## config.mk

```make
export PLATFORM = sky130hd
export DESIGN_NAME = i2s_receive
export DESIGN_NICKNAME = d
export VERILOG_FILES = /design/src/rtl/i2s_receive.sv
export SDC_FILE = /design/constraint.sdc
export NUM_CORES = 1
export LEC_CHECK = 0
export ABC_AREA = 0
export ABC_CLOCK_PERIOD_IN_PS = 3860
export CAP_MARGIN = 20
export CORE_ASPECT_RATIO = 0.6
export CORE_MARGIN = 2
export CORE_UTILIZATION = 43
export CTS_CLUSTER_SIZE = 10
export DETAILED_ROUTE_END_ITERATION = 10
export GPL_ROUTABILITY_DRIVEN = 0
export GPL_TIMING_DRIVEN = 0
export PLACE_DENSITY = 0.76
export SETUP_SLACK_MARGIN = 0.15
export SLEW_MARGIN = 5
export SYNTH_ARGS = -nofsm -noshare
export SYNTH_HDL_FRONTEND = slang
export SYNTH_SLANG_ARGS = --single-unit
```

## constraint.sdc

```tcl
create_clock -name clk -period 3.86 [get_ports clk]
set_input_delay 1.158 -clock clk [delete_from_list [all_inputs] [get_ports clk]]
set_output_delay 1.158 -clock clk [all_outputs]
set_load 0.005 [all_outputs]
```

## src/rtl/i2s_receive.sv

```systemverilog
`default_nettype none
// ============================================================================
// Module   : i2s_receive
// Purpose  : Oversampled Philips I2S receiver. Synchronises BCLK/LRCLK/SDATA
//            into the clk domain, deserialises MSB-first words (MSB one BCLK
//            after the LRCLK edge), qualifies the frame by slot length and
//            presents left/right as a coherent pair for an SPDIF transmitter.
// Ports    : clk, rst          - system clock, synchronous active-high reset
//            i2s_bclk/lrclk/sdata - asynchronous I2S inputs
//            data_left/right   - {zero pad, DATA_W-bit word}
//            sample_valid      - one-clk strobe, new pair presented
//            validity          - SPDIF V bit (1 = not locked)
//            locked            - frame lock status
// Revision : 1.0 - initial release
// ============================================================================
module i2s_receive #(
    parameter int DATA_W   = 24,
    parameter int MIN_SLOT = 16,
    parameter int MAX_SLOT = 32,
    parameter int TIMEOUT  = 64
) (
    input  logic        clk,
    input  logic        rst,
    input  logic        i2s_bclk,
    input  logic        i2s_lrclk,
    input  logic        i2s_sdata,
    output logic [31:0] data_left,
    output logic [31:0] data_right,
    output logic        sample_valid,
    output logic        validity,
    output logic        locked
);

    localparam int                c_TO_W    = $clog2(TIMEOUT + 1);
    localparam logic [c_TO_W-1:0] c_TO_LAST = c_TO_W'(TIMEOUT - 1);
    localparam logic [c_TO_W-1:0] c_TO_MAX  = c_TO_W'(TIMEOUT);
    localparam logic [5:0]        c_DW6     = 6'(DATA_W);
    localparam logic [5:0]        c_DW_M1   = 6'(DATA_W - 1);
    localparam logic [5:0]        c_MIN6    = 6'(MIN_SLOT);
    localparam logic [5:0]        c_MAX6    = 6'(MAX_SLOT);

    localparam logic [1:0] c_ST_SEARCH  = 2'd0;
    localparam logic [1:0] c_ST_MEASURE = 2'd1;
    localparam logic [1:0] c_ST_VERIFY  = 2'd2;
    localparam logic [1:0] c_ST_LOCKED  = 2'd3;

    // synchronisers; the third bclk stage only serves edge detection
    logic r_bclk_s1, r_bclk_s2, r_bclk_s3;
    logic r_lr_s1, r_lr_s2, r_sd_s1, r_sd_s2;
    logic r_lr_d;

    logic [5:0]        r_bit_cnt;
    logic [c_TO_W-1:0] r_idle_cnt;
    logic [DATA_W-1:0] r_shreg;
    logic [DATA_W-1:0] r_left_pend;
    logic              r_left_ok;
    logic              r_emit;
    logic [1:0]        r_state;
    logic [5:0]        r_slot_len;

    logic              w_bclk_re;
    logic              w_boundary;
    logic              w_done_left;
    logic              w_done_right;
    logic              w_timeout;
    logic [5:0]        w_k;
    logic [5:0]        w_idx;
    logic              w_capture;
    logic [DATA_W-1:0] w_mask;
    logic [DATA_W-1:0] w_shreg_next;
    logic              w_in_range;
    logic              w_match_locked;
    logic [1:0]        w_state_next;
    logic [5:0]        w_slot_len_next;

    assign w_bclk_re    = r_bclk_s2 & ~r_bclk_s3;
    assign w_boundary   = w_bclk_re & (r_lr_s2 != r_lr_d);
    // the LSB edge closes the word of the channel that was active before it
    assign w_done_left  = w_boundary & ~r_lr_d;
    assign w_done_right = w_boundary &  r_lr_d;
    assign w_timeout    = ~w_bclk_re & (r_idle_cnt == c_TO_LAST);

    // bit index within the current word; bit_cnt==0 means position unknown
    assign w_k       = r_bit_cnt - 6'd1;
    assign w_idx     = c_DW_M1 - w_k;
    assign w_capture = w_bclk_re & (r_bit_cnt != 6'd0) & (w_k < c_DW6);
    assign w_mask    = {{(DATA_W-1){1'b0}}, 1'b1} << w_idx;

    // the slot length is the bit count including the boundary edge itself
    assign w_in_range     = (r_bit_cnt >= c_MIN6) && (r_bit_cnt <= c_MAX6);
    assign w_match_locked = (r_state == c_ST_LOCKED) && (r_bit_cnt == r_slot_len);

    always_comb begin
        w_shreg_next = r_shreg;
        if (w_capture) begin
            // MSB position starts a fresh word so short slots pad with zeros
            w_shreg_next = ((w_k == 6'd0) ? '0 : r_shreg) | (r_sd_s2 ? w_mask : '0);
        end
    end

    always_comb begin
        w_state_next    = r_state;
        w_slot_len_next = r_slot_len;
        if (w_timeout) begin
            w_state_next = c_ST_SEARCH;
        end else if (w_boundary) begin
            case (r_state)
                c_ST_SEARCH: w_state_next = c_ST_MEASURE;
                c_ST_MEASURE: begin
                    if (w_in_range) begin
                        w_slot_len_next = r_bit_cnt;
                        w_state_next    = c_ST_VERIFY;
                    end
                end
                c_ST_VERIFY: begin
                    if (r_bit_cnt == r_slot_len) begin
                        w_state_next = c_ST_LOCKED;
                    end else if (w_in_range) begin
                        w_slot_len_next = r_bit_cnt;
                    end else begin
                        w_state_next = c_ST_MEASURE;
                    end
                end
                default: begin
                    if (r_bit_cnt != r_slot_len) w_state_next = c_ST_MEASURE;
                end
            endcase
        end
    end

    always_ff @(posedge clk) begin
        if (rst) begin
            r_state    <= c_ST_SEARCH;
            r_slot_len <= '0;
            locked     <= 1'b0;
            validity   <= 1'b1;
        end else begin
            r_state    <= w_state_next;
            r_slot_len <= w_slot_len_next;
            locked     <= (w_state_next == c_ST_LOCKED);
            validity   <= (w_state_next != c_ST_LOCKED);
        end
    end

    always_ff @(posedge clk) begin
        if (rst) begin
            r_bclk_s1    <= 1'b0;
            r_bclk_s2    <= 1'b0;
            r_bclk_s3    <= 1'b0;
            r_lr_s1      <= 1'b0;
            r_lr_s2      <= 1'b0;
            r_sd_s1      <= 1'b0;
            r_sd_s2      <= 1'b0;
            r_lr_d       <= 1'b0;
            r_bit_cnt    <= '0;
            r_idle_cnt   <= '0;
            r_shreg      <= '0;
            r_left_pend  <= '0;
            r_left_ok    <= 1'b0;
            r_emit       <= 1'b0;
            data_left    <= '0;
            data_right   <= '0;
            sample_valid <= 1'b0;
        end else begin
            r_bclk_s1 <= i2s_bclk;
            r_bclk_s2 <= r_bclk_s1;
            r_bclk_s3 <= r_bclk_s2;
            r_lr_s1   <= i2s_lrclk;
            r_lr_s2   <= r_lr_s1;
            r_sd_s1   <= i2s_sdata;
            r_sd_s2   <= r_sd_s1;

            if (w_bclk_re) begin
                r_lr_d <= r_lr_s2;
                if (w_boundary)               r_bit_cnt <= 6'd1;
                else if (r_bit_cnt != 6'd63)  r_bit_cnt <= r_bit_cnt + 6'd1;
            end

            if (w_bclk_re)                  r_idle_cnt <= '0;
            else if (r_idle_cnt != c_TO_MAX) r_idle_cnt <= r_idle_cnt + 1'b1;

            r_shreg <= w_shreg_next;

            // a left word only pairs up if it was taken while already locked
            if (w_done_left) begin
                r_left_pend <= w_shreg_next;
                r_left_ok   <= w_match_locked;
            end else if (w_done_right) begin
                r_left_ok <= 1'b0;
            end

            // right LSB lands in shreg this clk; publish the pair on the next
            r_emit       <= w_done_right & w_match_locked & r_left_ok;
            sample_valid <= r_emit;
            if (r_emit) begin
                data_left  <= 32'(r_left_pend);
                data_right <= 32'(r_shreg);
            end

            if (w_timeout) begin
                r_bit_cnt   <= '0;
                r_shreg     <= '0;
                r_left_pend <= '0;
                r_left_ok   <= 1'b0;
                r_emit      <= 1'b0;
            end
        end
    end

endmodule
`default_nettype wire
```

---- Word level (Yosys, flattened, before mapping) ----
Index checks and enable logic that the tools add are counted.
storage, ports and cells
  register bits after elaboration ......... 130
  latch bits .............................. 0
  memory bits (writable) .................. 0
  bits in read-only memories .............. 0
  bits of input ports ..................... 5
  word-level logic and storage cells ...... 84
  memories kept ........................... 0
cells by class
  add/subtract/negate cells ............... 4
  multipliers ............................. 0
  div/mod/pow operators ................... 0
  magnitude comparators ................... 3
  equal/unequal tests ..................... 12
  shifts and indexed selects .............. 1
  mux-type cells .......................... 17
  bitwise logic cells ..................... 14
  reductions and logical operators ........ 12
operator list
  cell                                                               number
  two-way mux 24 bit                                                 3
  two-way mux 6 bit                                                  4
  OR 24 bit                                                          1
  left shift 1 x 6 -> 24 bit, first input constant                   1
  two-way mux 2 bit                                                  6
  case mux 6 bit (2 select lines)                                    1
  bitwise AND 1 bit                                                  9
  adder 7 x 1 -> 7 bit, second input constant                        1
  == test 7 x 6 -> 1 bit, second input constant                      1
  != test 7 bit, second input constant                               1
  adder 6 x 1 -> 6 bit, second input constant                        1
  == test 2 bit, second input constant                               3
  == test 6 bit                                                      1
  greater-or-equal comparator 6 x 5 -> 1 bit, second input constant  1
  less-or-equal comparator 6 bit, second input constant              1
  zero test 6 bit                                                    1
  less-than comparator 6 x 5 -> 1 bit, second input constant         1
  != test 6 bit                                                      1
  != test 6 bit, second input constant                               1
  case mux 2 bit (3 select lines)                                    1
  nonzero test 2 bit                                                 3
  nonzero test 6 bit                                                 1
  subtractor 5 x 6 -> 6 bit, first input constant                    1
  subtractor 6 x 1 -> 6 bit, second input constant                   1
  10 further kinds                                                   17

---- Longest topological paths before layout ----
  word-level depth ........................ 8
  mapped depth ............................ 12
  mapped depth without buffers ............ 10

---- Least setup slack after synthesis ----
OpenSTA, ideal clock, no wires.
  kind .................................... register -> register
  start ................................... reg r_bit_cnt[0]
  end ..................................... reg r_left_pend[11]
  library setup time ...................... 70 ps
  arrival time ............................ 2,710 ps
  required time ........................... 3,790 ps
  slack ................................... 1,080 ps
  cell stages (with the launch flop) ...... 12
  path buffers ............................ 2
  path through ............................ dfxtp_1 > buf_4 > inv_1 > ha_1 > clkbuf_1 > nor3b_1 > xor2_1 > ha_1 > o2111ai_1 > a2111oi_4 > a32oi_1 > a21oi_1
on the way
  cells in the longest elaborated chain, start to end .. 6
  elaborated cells on any way between the ends .. 12
  classes of those cells .................. add/sub: 2; order compare: 1; shift: 1; mux: 3; bitwise: 3; reduce/logical: 2
ends and longest elaborated chain
  element                     RTL line  RTL
  start: declaration          52        logic [5:0] r_bit_cnt;
  start signal: assignment    176       else if (r_bit_cnt != 6'd63) r_bit_cnt <= r_bit_cnt + 6'd1;
  subtractor 6 x 1 -> 6 bit   84        assign w_k = r_bit_cnt - 6'd1;
  subtractor 5 x 6 -> 6 bit   85        assign w_idx = c_DW_M1 - w_k;
  left shift 1 x 6 -> 24 bit  87        assign w_mask = {{(DATA_W-1){1'b0}}, 1'b1} << w_idx;
  two-way mux 24 bit          97        w_shreg_next = ((w_k == 6'd0) ? '0 : r_shreg) | (r_sd_s2 ? w_mask : '0);
  OR 24 bit                   97
  two-way mux 24 bit (*)      95        if (w_capture) begin
  end signal: assignment      186       r_left_pend <= w_shreg_next;
  end: declaration            55        logic [DATA_W-1:0] r_left_pend;
Mark *: on every way between the ends. The rest lies on a longest branch, timed or not.
A chain may end at the register's enable or synchronous reset.

---- Worst setup path after layout ----
  start ................................... reg r_bit_cnt[0]
  end ..................................... reg r_left_pend[3]
The elaborated chain is that of the path after synthesis.

==> results.json <==
{
  "cts_made_buffers": 17,
  "rows": 31,
  "synth-seq-area-share": 0.483,
  "reg2reg_setup_slack_ns": 0.47,
  "outcome": "complete, no violations",
  "timing.final.crit_period_ns": 3.39,
  "vias": 4487,
  "antenna_violations_before_repair": 0,
  "ys_seq_elements": 130,
  "timing_worst_slew_pin_value_ns": 0.889,
  "power.static_leakage_nw": 2.48,
  "dieArea_um2": 13500,
  "maximum_number_of_pins_on_one_net_before_global_route_repair": 17,
  "setup_viol": 0,
  "async_flop_share": 0,
  "drc": 0,
  "detailedRoute.firstIterationViolations": 456,
  "ctsHtreeMaxLevel": 4,
  "path_clk_slew_ns": 0.06,
  "setup.worst_path.start_class": "register",
  "hold_path.class": "register to register",
  "route.antenna.remaining_nets": 0,
  "num-fill-cells": 1020,
  "path_class": "register to register",
  "floorplan.initialDensity": 0.444,
  "synthDominantAreaCellType": "dfxtp_1",
  "final_routed_wire_length_divided_by_cell_count_um": 16.9,
  "ys_warns": 0,
  "first_pass_grt_wire_length_mm": 22.0,
  "drt-total-wl_mm": 13.9,
  "grt_pass1_vias": 4231,
  "vdd_drop_max_mv": 0.332,
  "clock_sink_count": 130,
  "ys_top_cells_by_area": "dfxtp_1 (48%), mux2i_1 (8.9%), nor2_1 (5.8%)",
  "final_nets": 663,
  "timing.critical_path.required_ns": 4.21,
  "port_buffers": 54,
  "end_kind": "register",
  "setup-tns-final_ns": 0,
  "synth_area_um2": 5390,
  "global_route.overflow_total": 0,
  "timing.final.max_slew_violations": 0,
  "dieHeight_um": 90.7,
  "tritoncts": "yes",
  "cells_after_synthesis": 556,
  "cts_setup_buffers": 0,
  "clock-skew-final_ns": 0.00509,
  "flow.area_growth_from_synthesis_pct": 26.3,
  "clock_tree.buffer_depth": 2,
  "ys.flop_type": "dfxtp_1",
  "top_cell_type_s_share_of_synthesized_area": 0.483,
  "cts_resized": 0,
  "power_density_nw_per_um2": 459,
  "synth_area_per_cell_um2": 9.69,
  "max_cap_viol_count": 0,
  "final_hold_viol_count": 0,
  "synth-edff-count": 0,
  "worstPathMaxFanout": 10,
  "core_um2": 12100,
  "drt_pre_antenna_iters": 5,
  "viasPerCell": 5.46,
  "hold_buffers": 0,
  "cell_total_after_placement": 790,
  "diodes": 0,
  "stdcell_count": 822,
  "gr-usage-all-layers": 0.209,
  "reg_area_um2": 2600,
  "skew_pair_late_insertion_delay_ns": 0.42,
  "post_route_cells_drive_above_1_share": 0.110,
  "multi_input_area_um2": 2470,
  "max_clock_freq_ghz": 0.295,
  "die_w_um": 149,
  "slew_headroom": 0.407,
  "grt_setup_unrepaired": "false",
  "cts_root_buffer": "clkbuf_16",
  "period_share": 0.877,
  "dp_hpwl_mm": 9.89,
  "pin_count": 72,
  "netlist-cell-type-count": 57,
  "critical_path_arrival_ns": 3.74
}
-- layout by cell type (no fill, tap or decap), drive strengths merged, types with 5 or more instances in the layout --
| cell type | instances |
|---|---|
| a2111oi | 5 |
| a21oi | 35 |
| a22oi | 15 |
| a31oi | 9 |
| buf | 32 |
| clkbuf | 45 |
| clkdlybuf4s50 | 54 |
| conb | 16 |
| dfxtp | 130 |
| ha | 14 |
| inv | 10 |
| mux2i | 48 |
| nand2 | 17 |
| nand3 | 17 |
| nor2 | 84 |
| nor2b | 9 |
| nor3 | 6 |
| o21ai | 34 |
| xnor2 | 9 |
| xor2 | 12 |
-- layer usage --
metal | vias to the layer above | GRT usage | share of wire
met5 | - | 0 | 0
met4 | 0 | 0.0556 | 0.015
met3 | 28 | 0.0737 | 0.091
met2 | 183 | 0.303 | 0.42
met1 | 2173 | 0.293 | 0.47
li1 | 2103 | - | -
-- metrics by stage --
stage | total power, mW | cell area (µm²) | worst slack [ns] | utilization | hold WS, ns
final | 3.13 | 6810 | 0.473 | 0.561 | 0.433
after global routing | 3.21 | 6810 | 0.268 | 0.561 | 0.458
after CTS | 3.14 | 6810 | 0.550 | 0.561 | 0.437
after detailed placement | 1.49 | 6190 | 0.569 | 0.510 | 0.424
after global placement | 1.49 | 6190 | 0.724 | 0.510 | 0.419
after floorplan | 1.46 | 5450 | 1.08 | - | 0.414
-- cells by family after synthesis --
group | after synthesis | synth area share
adders and majority gates | 14 | 0.0325
muxes | 48 | 0.0891
other | 1 | 0.000696
DFF | 130 | 0.483
and+or+nand+nor | 158 | 0.140
buffers and inverters | 63 | 0.0694
AOI/OAI and AO/OA | 121 | 0.150
xor gates and xnor gates | 21 | 0.0355
-- path summary, 6_finish.rpt --
| path | endpoint | start | cells after the start |
|---|---|---|---|
| setup reg to reg | r_left_pend[3] | r_bit_cnt[0] | 11 |
| setup / recovery | r_left_pend[3] | r_bit_cnt[0] | 11 |
| hold reg to reg | r_lr_s2 | r_lr_s1 | 1 |
| hold / removal | r_lr_s2 | r_lr_s1 | 1 |
-- flip-flops by register name, summed over array words and instances (netlist names), 2 cells and up --
register / cells
data_left: 24
data_right: 24
r_bit_cnt: 6
r_idle_cnt: 7
r_left_pend: 24
r_shreg: 24
r_slot_len: 6
r_state: 2
-- where the power goes --
group / internal [mW] / switching [mW]
clock network: 1.08 / 0.575
logic: 0.0395 / 0.0706
registers: 1.35 / 0.00775
total: 2.48 / 0.654
-- area by class of cell --
type                    count  share of cell area
clock buffers              24              0.0722
clock inverters             8              0.0184
plain buffers              53              0.0494
multi-input cells         378               0.363
well taps                 165              0.0303
flip-flops and latches    130               0.382
repair buffers             54              0.0794
inverters                  10             0.00551
-- synth_stat cells, drive strengths merged (2+ instances only) --
library cell and n:
nand4 4, a2111oi 5, ha 14, a21oi 35, xnor2 9, a32oi 4, and2 2, clkbuf 21
nor2b 9, o21ai 34, nand3 17, and3 3, a21o 2, a22oi 15, inv 10, nor4 2
nand2 17, xor2 12, mux2i 48, nor2 84, nand2b 4, dfxtp 130, or4 2, nor3 6
buf 32, nor3b 2, a31oi 9, or3 3, o2111ai 3
-- worst max-delay path, cell delays in order, from the launching register on --
cell,delay (ns)
dfxtp_1,0.38
buf_4,0.21
inv_1,0.16
ha_1,0.19
clkbuf_1,0.31
nor3b_1,0.27
xor2_1,0.13
ha_1,0.32
o2111ai_1,0.26
a2111oi_2,0.71
a22oi_1,0.21
a21oi_1,0.17
Power figures use the tool's default switching activity.
